$ cat src/rtl/fetch_seq_ctrl_pkg.sv
`default_nettype none
// ============================================================================
// Module   : fetch_seq_ctrl_pkg
// Brief    : Shared types and constants for the instruction-fetch sequencer.
// Revision : 1.0 - initial release
// ============================================================================
package fetch_seq_ctrl_pkg;

  // Instruction word width.
  localparam int INSTR_W = 32;

  // Byte distance between consecutive instructions.
  localparam logic [31:0] PC_STEP = 32'd4;

  // Fetch sequencer states.
  typedef enum logic [1:0] {
    ST_IDLE  = 2'd0,  // first cycle after reset release
    ST_REQ   = 2'd1,  // request outstanding at the current pc
    ST_DRAIN = 2'd2,  // squashed request still outstanding at the old address
    ST_HOLD  = 2'd3   // fetched word presented to decode
  } fetch_state_e;

  // Forces an address onto a word boundary.
  function automatic logic [31:0] align_word(input logic [31:0] addr);
    return {addr[31:2], 2'b00};
  endfunction

endpackage
`default_nettype wire

$ cat src/rtl/fetch_seq_ctrl_if.sv
`default_nettype none
// ============================================================================
// Module   : fetch_seq_ctrl_if
// Brief    : Instruction-memory, decode and redirect signals of the fetch
//            sequencer. The master side is the sequencer itself.
// Revision : 1.0 - initial release
// ============================================================================
interface fetch_seq_ctrl_if;
  import fetch_seq_ctrl_pkg::*;

  // Instruction memory request/ack
  logic               imem_req;
  logic [31:0]        imem_addr;
  logic               imem_ack;
  logic [INSTR_W-1:0] imem_rdata;

  // Decode valid/ready
  logic               inst_valid;
  logic               inst_ready;
  logic [INSTR_W-1:0] inst;
  logic [31:0]        inst_pc;

  // Redirects from execute
  logic               jmpFlag;
  logic [31:0]        jmpAddress;
  logic               branchFlag;
  logic               zeroflag;
  logic [31:0]        branchOffset;
  logic [31:0]        br_pc;

  modport master (
    output imem_req, imem_addr,
    input  imem_ack, imem_rdata,
    output inst_valid, inst, inst_pc,
    input  inst_ready,
    input  jmpFlag, jmpAddress, branchFlag, zeroflag, branchOffset, br_pc
  );

  modport slave (
    input  imem_req, imem_addr,
    output imem_ack, imem_rdata,
    input  inst_valid, inst, inst_pc,
    output inst_ready,
    output jmpFlag, jmpAddress, branchFlag, zeroflag, branchOffset, br_pc
  );

endinterface
`default_nettype wire

$ cat src/rtl/fetch_seq_ctrl_pc_target_calc.sv
`default_nettype none
// ============================================================================
// Module   : pc_target_calc
// Brief    : Combinational redirect target: aligned jump address, or
//            br_pc + 4 + (offset << 2) for a branch. Wraps modulo 2^32.
// Revision : 1.0 - initial release
// ============================================================================
module pc_target_calc
  import fetch_seq_ctrl_pkg::*;
(
  input  wire logic        jmp_flag,
  input  wire logic [31:0] jmp_address,
  input  wire logic [31:0] br_pc,
  input  wire logic [31:0] branch_offset,
  output logic      [31:0] target
);

  logic [31:0] w_branch_target;

  // Branch offset is in words; the shift drops the top two offset bits on purpose.
  always_comb begin
    w_branch_target = br_pc + PC_STEP + (branch_offset << 2);
  end

  // Jump wins over a branch resolving in the same cycle.
  always_comb begin
    target = jmp_flag ? align_word(jmp_address) : w_branch_target;
  end

endmodule
`default_nettype wire

$ cat src/rtl/fetch_seq_ctrl.sv
`default_nettype none
// ============================================================================
// Module   : fetch_seq_ctrl
// Brief    : Instruction-fetch sequencer. Owns the pc, fetches through a
//            req/ack memory port, presents words to decode over valid/ready
//            and applies jump / taken-branch redirects.
// Revision : 1.0 - initial release
// ============================================================================
module fetch_seq_ctrl
  import fetch_seq_ctrl_pkg::*;
#(
  parameter logic [31:0] RESET_PC = 32'h0000_0000,  // must be word aligned
  parameter int unsigned TIMEOUT  = 16              // 0 disables the watchdog
) (
  input  wire logic         clk,
  input  wire logic         rst,        // asynchronous, active low
  fetch_seq_ctrl_if.master  bus,
  output logic       [31:0] pc,
  output logic              fetch_err
);

  localparam int          CNT_W     = (TIMEOUT > 0) ? $clog2(TIMEOUT + 1) : 1;
  localparam logic        WDOG_EN   = (TIMEOUT != 0);
  localparam logic [CNT_W-1:0] CNT_LIMIT = CNT_W'(TIMEOUT);

  fetch_state_e       r_state;
  logic [31:0]        r_pc;
  logic [31:0]        r_addr;      // address of the outstanding request
  logic               r_req;
  logic               r_hold;
  logic [INSTR_W-1:0] r_inst;
  logic [31:0]        r_inst_pc;
  logic [CNT_W-1:0]   r_wait_cnt;
  logic               r_err;

  logic               w_redirect;
  logic [31:0]        w_target;
  logic [31:0]        w_next_fetch;
  logic [CNT_W-1:0]   w_cnt_inc;

  pc_target_calc u_target (
    .jmp_flag      (bus.jmpFlag),
    .jmp_address   (bus.jmpAddress),
    .br_pc         (bus.br_pc),
    .branch_offset (bus.branchOffset),
    .target        (w_target)
  );

  // Redirect decode and the address the next fetch should use.
  always_comb begin
    w_redirect   = bus.jmpFlag | (bus.branchFlag & bus.zeroflag);
    w_next_fetch = w_redirect ? w_target : r_pc;
    w_cnt_inc    = r_wait_cnt + CNT_W'(1);
  end

  // Fetch FSM: pc, request, held instruction. imem_addr only moves when a new request starts.
  always_ff @(posedge clk or negedge rst) begin
    if (!rst) begin
      r_state   <= ST_IDLE;
      r_pc      <= RESET_PC;
      r_addr    <= RESET_PC;
      r_req     <= 1'b0;
      r_hold    <= 1'b0;
      r_inst    <= '0;
      r_inst_pc <= '0;
    end else begin
      case (r_state)
        ST_IDLE: begin
          r_state <= ST_REQ;
          r_req   <= 1'b1;
          r_pc    <= w_next_fetch;
          r_addr  <= w_next_fetch;
        end

        ST_REQ: begin
          if (bus.imem_ack) begin
            if (w_redirect) begin
              // Returned word belongs to the squashed path: refetch at target.
              r_pc   <= w_target;
              r_addr <= w_target;
            end else begin
              r_state   <= ST_HOLD;
              r_req     <= 1'b0;
              r_hold    <= 1'b1;
              r_inst    <= bus.imem_rdata;
              r_inst_pc <= r_pc;
              r_pc      <= r_pc + PC_STEP;
            end
          end else if (w_redirect) begin
            // Request cannot be withdrawn; wait it out at the old address.
            r_state <= ST_DRAIN;
            r_pc    <= w_target;
          end
        end

        ST_DRAIN: begin
          if (bus.imem_ack) begin
            r_state <= ST_REQ;
            r_addr  <= w_next_fetch;
          end
          if (w_redirect) begin
            r_pc <= w_target;
          end
        end

        ST_HOLD: begin
          if (w_redirect) begin
            r_state <= ST_REQ;
            r_req   <= 1'b1;
            r_hold  <= 1'b0;
            r_pc    <= w_target;
            r_addr  <= w_target;
          end else if (bus.inst_ready) begin
            r_state <= ST_REQ;
            r_req   <= 1'b1;
            r_hold  <= 1'b0;
            r_addr  <= r_pc;
          end
        end

        default: begin
          r_state <= ST_IDLE;
          r_req   <= 1'b0;
          r_hold  <= 1'b0;
        end
      endcase
    end
  end

  // Watchdog: counts unacknowledged request cycles, saturates, sets a sticky error.
  always_ff @(posedge clk or negedge rst) begin
    if (!rst) begin
      r_wait_cnt <= '0;
      r_err      <= 1'b0;
    end else if (r_req) begin
      if (bus.imem_ack) begin
        r_wait_cnt <= '0;
      end else if (WDOG_EN && (r_wait_cnt != CNT_LIMIT)) begin
        r_wait_cnt <= w_cnt_inc;
        if (w_cnt_inc == CNT_LIMIT) begin
          r_err <= 1'b1;
        end
      end
    end
  end

  // Outputs; valid is gated so decode never accepts a word being squashed.
  always_comb begin
    bus.imem_req   = r_req;
    bus.imem_addr  = r_addr;
    bus.inst_valid = r_hold & ~w_redirect;
    bus.inst       = r_inst;
    bus.inst_pc    = r_inst_pc;
    pc             = r_pc;
    fetch_err      = r_err;
  end

endmodule
`default_nettype wire
$ cat src/flat_wrapper.sv
// flat-port wrapper written by rule: the top's interface ports become plain ports
module fetch_seq_ctrl_flat import fetch_seq_ctrl_pkg::*;
#(
  parameter logic [31:0] RESET_PC = 32'h0000_0000,                         
  parameter int unsigned TIMEOUT  = 16                                        
)
  (clk, rst, pc, fetch_err, bus_imem_req, bus_imem_addr, bus_imem_ack, bus_imem_rdata, bus_inst_valid, bus_inst, bus_inst_pc, bus_inst_ready, bus_jmpFlag, bus_jmpAddress, bus_branchFlag, bus_zeroflag, bus_branchOffset, bus_br_pc);
  fetch_seq_ctrl_if bus_i ();
  input  wire logic clk;
  input  wire logic rst;
  output logic       [31:0] pc;
  output logic fetch_err;
  output wire logic [$bits(bus_i.imem_req)-1:0] bus_imem_req;
  output wire logic [$bits(bus_i.imem_addr)-1:0] bus_imem_addr;
  input wire logic [$bits(bus_i.imem_ack)-1:0] bus_imem_ack;
  input wire logic [$bits(bus_i.imem_rdata)-1:0] bus_imem_rdata;
  output wire logic [$bits(bus_i.inst_valid)-1:0] bus_inst_valid;
  output wire logic [$bits(bus_i.inst)-1:0] bus_inst;
  output wire logic [$bits(bus_i.inst_pc)-1:0] bus_inst_pc;
  input wire logic [$bits(bus_i.inst_ready)-1:0] bus_inst_ready;
  input wire logic [$bits(bus_i.jmpFlag)-1:0] bus_jmpFlag;
  input wire logic [$bits(bus_i.jmpAddress)-1:0] bus_jmpAddress;
  input wire logic [$bits(bus_i.branchFlag)-1:0] bus_branchFlag;
  input wire logic [$bits(bus_i.zeroflag)-1:0] bus_zeroflag;
  input wire logic [$bits(bus_i.branchOffset)-1:0] bus_branchOffset;
  input wire logic [$bits(bus_i.br_pc)-1:0] bus_br_pc;
  assign bus_imem_req = bus_i.imem_req;
  assign bus_imem_addr = bus_i.imem_addr;
  assign bus_i.imem_ack = bus_imem_ack;
  assign bus_i.imem_rdata = bus_imem_rdata;
  assign bus_inst_valid = bus_i.inst_valid;
  assign bus_inst = bus_i.inst;
  assign bus_inst_pc = bus_i.inst_pc;
  assign bus_i.inst_ready = bus_inst_ready;
  assign bus_i.jmpFlag = bus_jmpFlag;
  assign bus_i.jmpAddress = bus_jmpAddress;
  assign bus_i.branchFlag = bus_branchFlag;
  assign bus_i.zeroflag = bus_zeroflag;
  assign bus_i.branchOffset = bus_branchOffset;
  assign bus_i.br_pc = bus_br_pc;
  fetch_seq_ctrl #(.RESET_PC(RESET_PC), .TIMEOUT(TIMEOUT)) u_core (.clk(clk), .rst(rst), .bus(bus_i), .pc(pc), .fetch_err(fetch_err));
endmodule
$ cat config.mk
export PLATFORM = sky130hd
export DESIGN_NAME = fetch_seq_ctrl_flat
export DESIGN_NICKNAME = d
export VERILOG_FILES = /design/src/rtl/fetch_seq_ctrl_pkg.sv /design/src/rtl/fetch_seq_ctrl_if.sv /design/src/rtl/fetch_seq_ctrl_pc_target_calc.sv /design/src/rtl/fetch_seq_ctrl.sv /design/src/flat_wrapper.sv
export SDC_FILE = /design/constraint.sdc
export NUM_CORES = 1
export LEC_CHECK = 0
export ABC_CLOCK_PERIOD_IN_PS = 5960
export CORE_AREA = 2 2 133 135
export CTS_CLUSTER_SIZE = 24
export DETAILED_ROUTE_END_ITERATION = 6
export DIE_AREA = 0 0 135 137
export PLACE_DENSITY = 0.87
export SKIP_CTS_REPAIR_TIMING = 1
export SYNTH_ARGS = -nofsm -noshare
export SYNTH_HDL_FRONTEND = slang
export SYNTH_HIERARCHICAL = 1
export SYNTH_SLANG_ARGS = --single-unit
$ cat constraint.sdc
create_clock -name clk -period 5.96 [get_ports clk]
set_clock_uncertainty 0.2 [all_clocks]
set_input_delay 0.894 -clock clk [delete_from_list [all_inputs] [get_ports clk]]
set_output_delay 0.894 -clock clk [all_outputs]
set_load 0.005 [all_outputs]
==> impl_metrics.tcl, run 1 <==
set metrics [dict create \
    finalSetupViolations 0 \
    maxCapViolCount 0 \
    use_met2_pct 47.9 \
    routed_wl_mm 25.3 \
    antenna_found_initial 0 \
    synth_warnings 6 \
    io_buffers 261 \
    clock-sinks 138 \
    period_share_pct 69.9 \
    avgSynthCellArea_sq_um 10.3 \
    place.gp.congestion 0.918 \
    worst_path_largest_cell_delay_ps 490 \
    syn_inst 846 \
    final_cells 1324 \
    grt_pass1_vias 7819 \
    start_util_pct 51.3 \
    hp-class "flop to flop" \
    crit_slowest_cell "clkdlybuf4s50_1" \
    htree_levels 4 \
    maxSlewHeadroom_pct 32.6 \
    clkLatencyLatePin_ps 420 \
    final_area_sq_mm 0.0122 \
    syn_area_sq_mm 0.00875 \
    cts_tree "yes" \
    min_period_ps 4170 \
    run_status "finished clean" \
    path_class "primary input to flop" \
    die_w_um 135 \
    grt_max_degree 111 \
    clk_pin_slew_ps 60 \
    ios 266 \
    tightest_slew_ps 1010 \
    path_cells "clkdlybuf4s50_1, ha_1, ha_1, nand4_1, nor2_1, nand3_1, a311oi_2, o31ai_1, xor2_1, o21ai_1, mux2_2, mux2_2" \
    crit_buf_inv 1 \
    wl_per_cell_um 19.1 \
    power_mw 4.85 \
    nFillCells 1254 \
    n_antenna_cell 0 \
    clock.fmax_mhz 240 \
    crit_family "compound AO/OA/AOI/OAI gates" \
    drcViolationCount 0 \
    final_antenna_net_count 0 \
    ys_ff_latch 138 \
    use_met3_pct 6.30 \
    fin_setup_tns_ps 0 \
    worst_ep_required_time_ps 6060 \
    firstDrtPassIters 5 \
    synth_edf_count 0 \
    die_y_um 137 \
    place_hpwl_mm 18.4 \
    grt_util_met1_pct 33.2 \
    crit_path_end_kind "flop" \
    dr_total_vias 7716 \
    fin_util_pct 71.3 \
    hold_violations 0 \
    arrival_ps 4260 \
    cts_buffers 17 \
    power_density_mw_per_mm2 399 \
    vias_per_cell 5.83 \
    layout_common_cells "clkdlybuf4s50_1 (259), dfrtp_1 (138), mux2_2 (118)" \
    grt.busiest_layer "met2" \
    synth-seq-area-share_pct 39.5 \
    p_leak_nw 5.19 \
    fin_nets 1287 \
    clk_path_buf_depth 2 \
    drv_slew 0 \
    peakVddDrop_mv 0.298 \
    grt_usage_pct 27.6 \
    layout_commonest_cell "clkdlybuf4s50_1" \
    dpl.cell_count 1292 \
    dpl-instance-area_sq_mm 0.0115 \
    grt_overflow_total 0 \
    synth.distinct_cells 64 \
    root_buffer "clkbuf_16" \
    first_iter_violations 555 \
    synthesis.nets 1047 \
    async_flop_share_pct 100 \
    startpoint_type "primary input" \
    critPathMaxFanout 7 \
    dieArea_sq_mm 0.0185 \
    core-area_sq_mm 0.0171 \
    rows 48 \
    synth_ff_type "dfrtp_1" \
    drive_gt1_share_pct 16.3 \
    grt_pass1_wl_mm 40.1 \
    rsz0062_at_grt "false" \
    syn_to_final_growth_pct 39.0 \
]
[layer usage]
layer  up-vias  part of all wire, %
met5         -                    0
met4         0                  2.6
met3        48                  7.5
met2       327                   50
met1      3748                   40
li1       3593                    -
[cells by family (layout without fill, tap and decap cells)]
| logic type | after synthesis | count (layout) | synth area share, % |
|---|---|---|---|
| AND/OR/NAND/NOR | 224 | 224 | 13.6 |
| AO/OA/AOI/OAI | 190 | 190 | 13.9 |
| flip-flops | 138 | 138 | 39.5 |
| multiplexers | 132 | 132 | 17.0 |
| adder cells (fa/ha/maj) | 66 | 66 | 9.52 |
| buffers and inverters | 61 | 314 | 3.05 |
| XOR/XNOR | 35 | 35 | 3.50 |
[synth_stat cells (3+ instances only)]
| master | instances | area [sq um] |
|---|---|---|
| clkbuf_1 | 24 | 90.1 |
| a211oi_1 | 5 | 37.5 |
| buf_1 | 5 | 18.8 |
| o31ai_1 | 11 | 82.6 |
| nor2_1 | 42 | 158 |
| mux2_1 | 12 | 135 |
| o21ai_1 | 12 | 60.1 |
| xnor2_1 | 14 | 123 |
| or4_1 | 11 | 82.6 |
| nor3_1 | 6 | 30.0 |
| and2_1 | 6 | 37.5 |
| and4_1 | 4 | 35.0 |
| dfrtp_1 | 138 | 3450 |
| o21ai_0 | 51 | 255 |
| xor2_1 | 21 | 184 |
| ha_1 | 65 | 813 |
| inv_1 | 15 | 56.3 |
| nand4_1 | 10 | 62.6 |
| nor2b_1 | 7 | 43.8 |
| a211o_1 | 3 | 26.3 |
| o21bai_1 | 3 | 22.5 |
| nand4_4 | 4 | 85.1 |
| nand2_1 | 78 | 293 |
| o21a_1 | 5 | 37.5 |
| a21o_1 | 19 | 143 |
| a31oi_1 | 24 | 150 |
| buf_2 | 12 | 60.1 |
| a21oi_1 | 33 | 165 |
| and3_1 | 9 | 56.3 |
| nand2b_1 | 4 | 25.0 |
| a31o_2 | 3 | 26.3 |
| nand3_1 | 24 | 120 |
| or3_1 | 8 | 50.1 |
| mux2_2 | 118 | 1330 |
| o211ai_1 | 4 | 30.0 |
[sequential cells by signal (all words and copies together), names as in the netlist]
signal and cells:
u_core/r_state 2, u_core/r_hold 1, u_core/bus.imem_addr 32, u_core/r_wait_cnt 5, u_core/bus.inst_pc 32, u_core/bus.imem_req 1
u_core/pc 32, u_core/fetch_err 1, u_core/bus.inst 32
[cell type report]
type	count	area, sq um	area share, %
inverters	16	60.1	0.494
multi-input cells	647	5060	41.6
flip-flops and latches	138	3450	28.4
clock inverters	14	218	1.79
repair buffers	266	2650	21.8
clock buffers	18	439	3.61
well taps	225	282	2.32
[path summary, 6_finish.rpt]
path	startpoint	to	slack [ps]	cells after the start
max reg2reg	u_core/r_state[1]$_DFFE_PN0P_	u_core/bus.imem_addr[19]$_DFFE_PN0P_	3070	6
max	bus_branchOffset[13]	u_core/bus.imem_addr[30]$_DFFE_PN0P_	1790	12
min reg2reg	u_core/fetch_err$_DFFE_PN0P_	u_core/fetch_err$_DFFE_PN0P_	280	1
max in group asynchronous	rst	u_core/bus.inst_pc[20]$_DFFE_PN0P_	4130	2
min	u_core/fetch_err$_DFFE_PN0P_	u_core/fetch_err$_DFFE_PN0P_	280	1
min in group asynchronous	rst	u_core/bus.inst[4]$_DFFE_PN0P_	410	1
[report_power, final]
part | switching [mW] | internal, mW | total (mW)
clock network | 0.418 | 0.757 | 1.17
registers | 0.301 | 1.33 | 1.63
logic | 0.795 | 1.25 | 2.05
total | 1.51 | 3.34 | 4.85
[per-stage QoR]
| stage | hold WS, ps | worst slack [ps] |
|---|---|---|
| floorplan | 266 | 2190 |
| detailed placement | 258 | 1350 |
| CTS | 272 | 1800 |
| global placement | 253 | 1450 |
| finish | 277 | 1790 |
| global route | 299 | 1650 |
Note: power is estimated with default switching activity, not from simulation.
==> inputs of run 2 (changes only) <==
ABC_CLOCK_PERIOD_IN_PS = 3500   (was 5960)
CORE_AREA = 2 2 146 148   (was 2 2 133 135)
DIE_AREA = 0 0 148 150   (was 0 0 135 137)
PLACE_DENSITY = 0.76   (was 0.87)
clock period = 3.5 ns   (was 5.96 ns; I/O delays follow)
==> impl_metrics.tcl, run 2 (synthesis results as in run 1) <==
set metrics [dict create \
    drive_gt1_share_pct 24.5 \
    power_mw 8.41 \
    dr_total_vias 7977 \
    root_buffer "clkbuf_16" \
    syn_to_final_growth_pct 49.8 \
    rows 53 \
    io_buffers 261 \
    ios 266 \
    crit_path_end_kind "flop" \
    start_util_pct 42.3 \
    final_cells 1468 \
    path_class "primary input to flop" \
    p_leak_nw 5.70 \
    drcViolationCount 0 \
    dpl.cell_count 1433 \
    n_antenna_cell 0 \
    grt_pass1_wl_mm 41.3 \
    hold_violations 0 \
    clock.fmax_mhz 292 \
    layout_common_cells "clkdlybuf4s50_1 (255), dfrtp_1 (138), mux2_2 (118)" \
    min_period_ps 3430 \
    place_hpwl_mm 19.9 \
    critPathMaxFanout 4 \
    place.gp.congestion 0.900 \
    die_y_um 150 \
    grt_max_degree 69 \
    place_ws_ps -638 \
    die_w_um 148 \
    grt_usage_pct 23.8 \
    maxCapViolCount 0 \
    clkLatencyLatePin_ps 420 \
    dieArea_sq_mm 0.0222 \
    clk_path_buf_depth 2 \
    hp-class "flop to flop" \
    finalSetupViolations 0 \
    firstDrtPassIters 5 \
    arrival_ps 3530 \
    clock-sinks 138 \
    setup_slack_ps 74.7 \
    vias_per_cell 5.43 \
    worst_path_largest_cell_delay_ps 510 \
    tightest_slew_ps 1190 \
    routed_wl_mm 26.6 \
    crit_top_cell "mux2_2" \
    wl_per_cell_um 18.1 \
    crit_slowest_cell "clkdlybuf4s50_1" \
    crit_buf_inv 2 \
    fin_nets 1381 \
    maxSlewHeadroom_pct 20.3 \
    drv_slew 0 \
    period_share_pct 97.9 \
    grt_overflow_total 0 \
    final_area_sq_mm 0.0131 \
    cts_buffers 17 \
    crit_family "compound AO/OA/AOI/OAI gates" \
    worst_ep_required_time_ps 3600 \
    fin_util_pct 63.4 \
    dpl-instance-area_sq_mm 0.0123 \
    htree_levels 4 \
    core-area_sq_mm 0.0207 \
    nFillCells 1676 \
    path_cells "clkdlybuf4s50_1, ha_4, fa_2, a21oi_2, nand4b_4, nand2_2, buf_4, a31oi_1, a21oi_1, nand2b_1, o311a_1, mux2_2, mux2_2" \
    final_antenna_net_count 0 \
    antenna_found_initial 0 \
    clk_pin_slew_ps 60 \
    peakVddDrop_mv 0.669 \
    power_density_mw_per_mm2 642 \
    startpoint_type "primary input" \
    grt_pass1_vias 7867 \
    run_status "finished clean" \
    first_iter_violations 445 \
    layout_commonest_cell "clkdlybuf4s50_1" \
    cts_tree "yes" \
]
[run 2: changes by cell type in the layout (fill, tap and decap cells not counted), moves of 3 or more]
cell             delta
buf_4              +91
ha_1               -11
ha_4                +8
clkdlybuf4s50_1     -4
dlymetal6s2s_1      +4
clkinvlp_4          -3
ha_2                +3
[run 2: metal layers]
| layer | global-route usage [%] | routed length, um | up-vias | share of wire [%] |
|---|---|---|---|---|
| li1 | - | - | 3788 | - |
| met3 | 7.20 | 1910 | 33 | 7.2 |
| met2 | 39.5 | 12900 | 261 | 49 |
| met1 | 30.5 | 11300 | 3895 | 42 |
| met5 | 0 | 0 | - | 0 |
| met4 | 5.67 | 452 | 0 | 1.7 |
[run 2: cell type report]
| type | instances | area (sq um) | share of cell area, % |
|---|---|---|---|
| Clock inverter | 11 | 166 | 1.27 |
| Inverter | 16 | 60.1 | 0.458 |
| Sequential cell | 138 | 3450 | 26.3 |
| Clock buffer | 21 | 470 | 3.59 |
| Multi-Input combinational cell | 647 | 5220 | 39.9 |
| Timing Repair Buffer | 360 | 3390 | 25.9 |
| Tap cell | 275 | 344 | 2.63 |
[run 2: path summary, 6_finish.rpt]
kind / from / to / slack, ps / cells after the start
max: bus_br_pc[4] / u_core/bus.imem_addr[29]$_DFFE_PN0P_ / 70 / 13
min: u_core/bus.inst_pc[12]$_DFFE_PN0P_ / u_core/bus.inst_pc[12]$_DFFE_PN0P_ / 280 / 2
max reg2reg: u_core/r_state[1]$_DFFE_PN0P_ / u_core/bus.imem_addr[14]$_DFFE_PN0P_ / 760 / 5
min reg2reg: u_core/bus.inst_pc[12]$_DFFE_PN0P_ / u_core/bus.inst_pc[12]$_DFFE_PN0P_ / 280 / 2
max in group asynchronous: rst / u_core/bus.imem_addr[25]$_DFFE_PN0P_ / 1820 / 3
min in group asynchronous: rst / u_core/bus.inst[20]$_DFFE_PN0P_ / 460 / 2
[run 2: worst reg2reg max path, delay by kind of cell (launching register included)]
kind	cells	cell delay, ps
DFF	1	420
muxes	1	460
buffers and inverters	1	100
AOI/OAI and AO/OA	1	920
and+or+nand+nor	1	140
adders and majority gates	1	400
[run 2: power by group]
part / leakage (nW) / switching [mW] / internal [mW]
registers: 1.65 / 0.510 / 2.26
clock network: 0.317 / 0.686 / 1.25
logic: 3.74 / 1.40 / 2.30
[run 2: stage by stage]
stage / setup TNS [ps] / hold WS [ps]
2_1_floorplan: 0 / 29.4
6_report: 0 / 282
4_1_cts: -1230 / -72.3
3_5_place_dp: -16210 / 270
5_1_grt: -1.25 / 305
3_3_place_gp: -10640 / 261
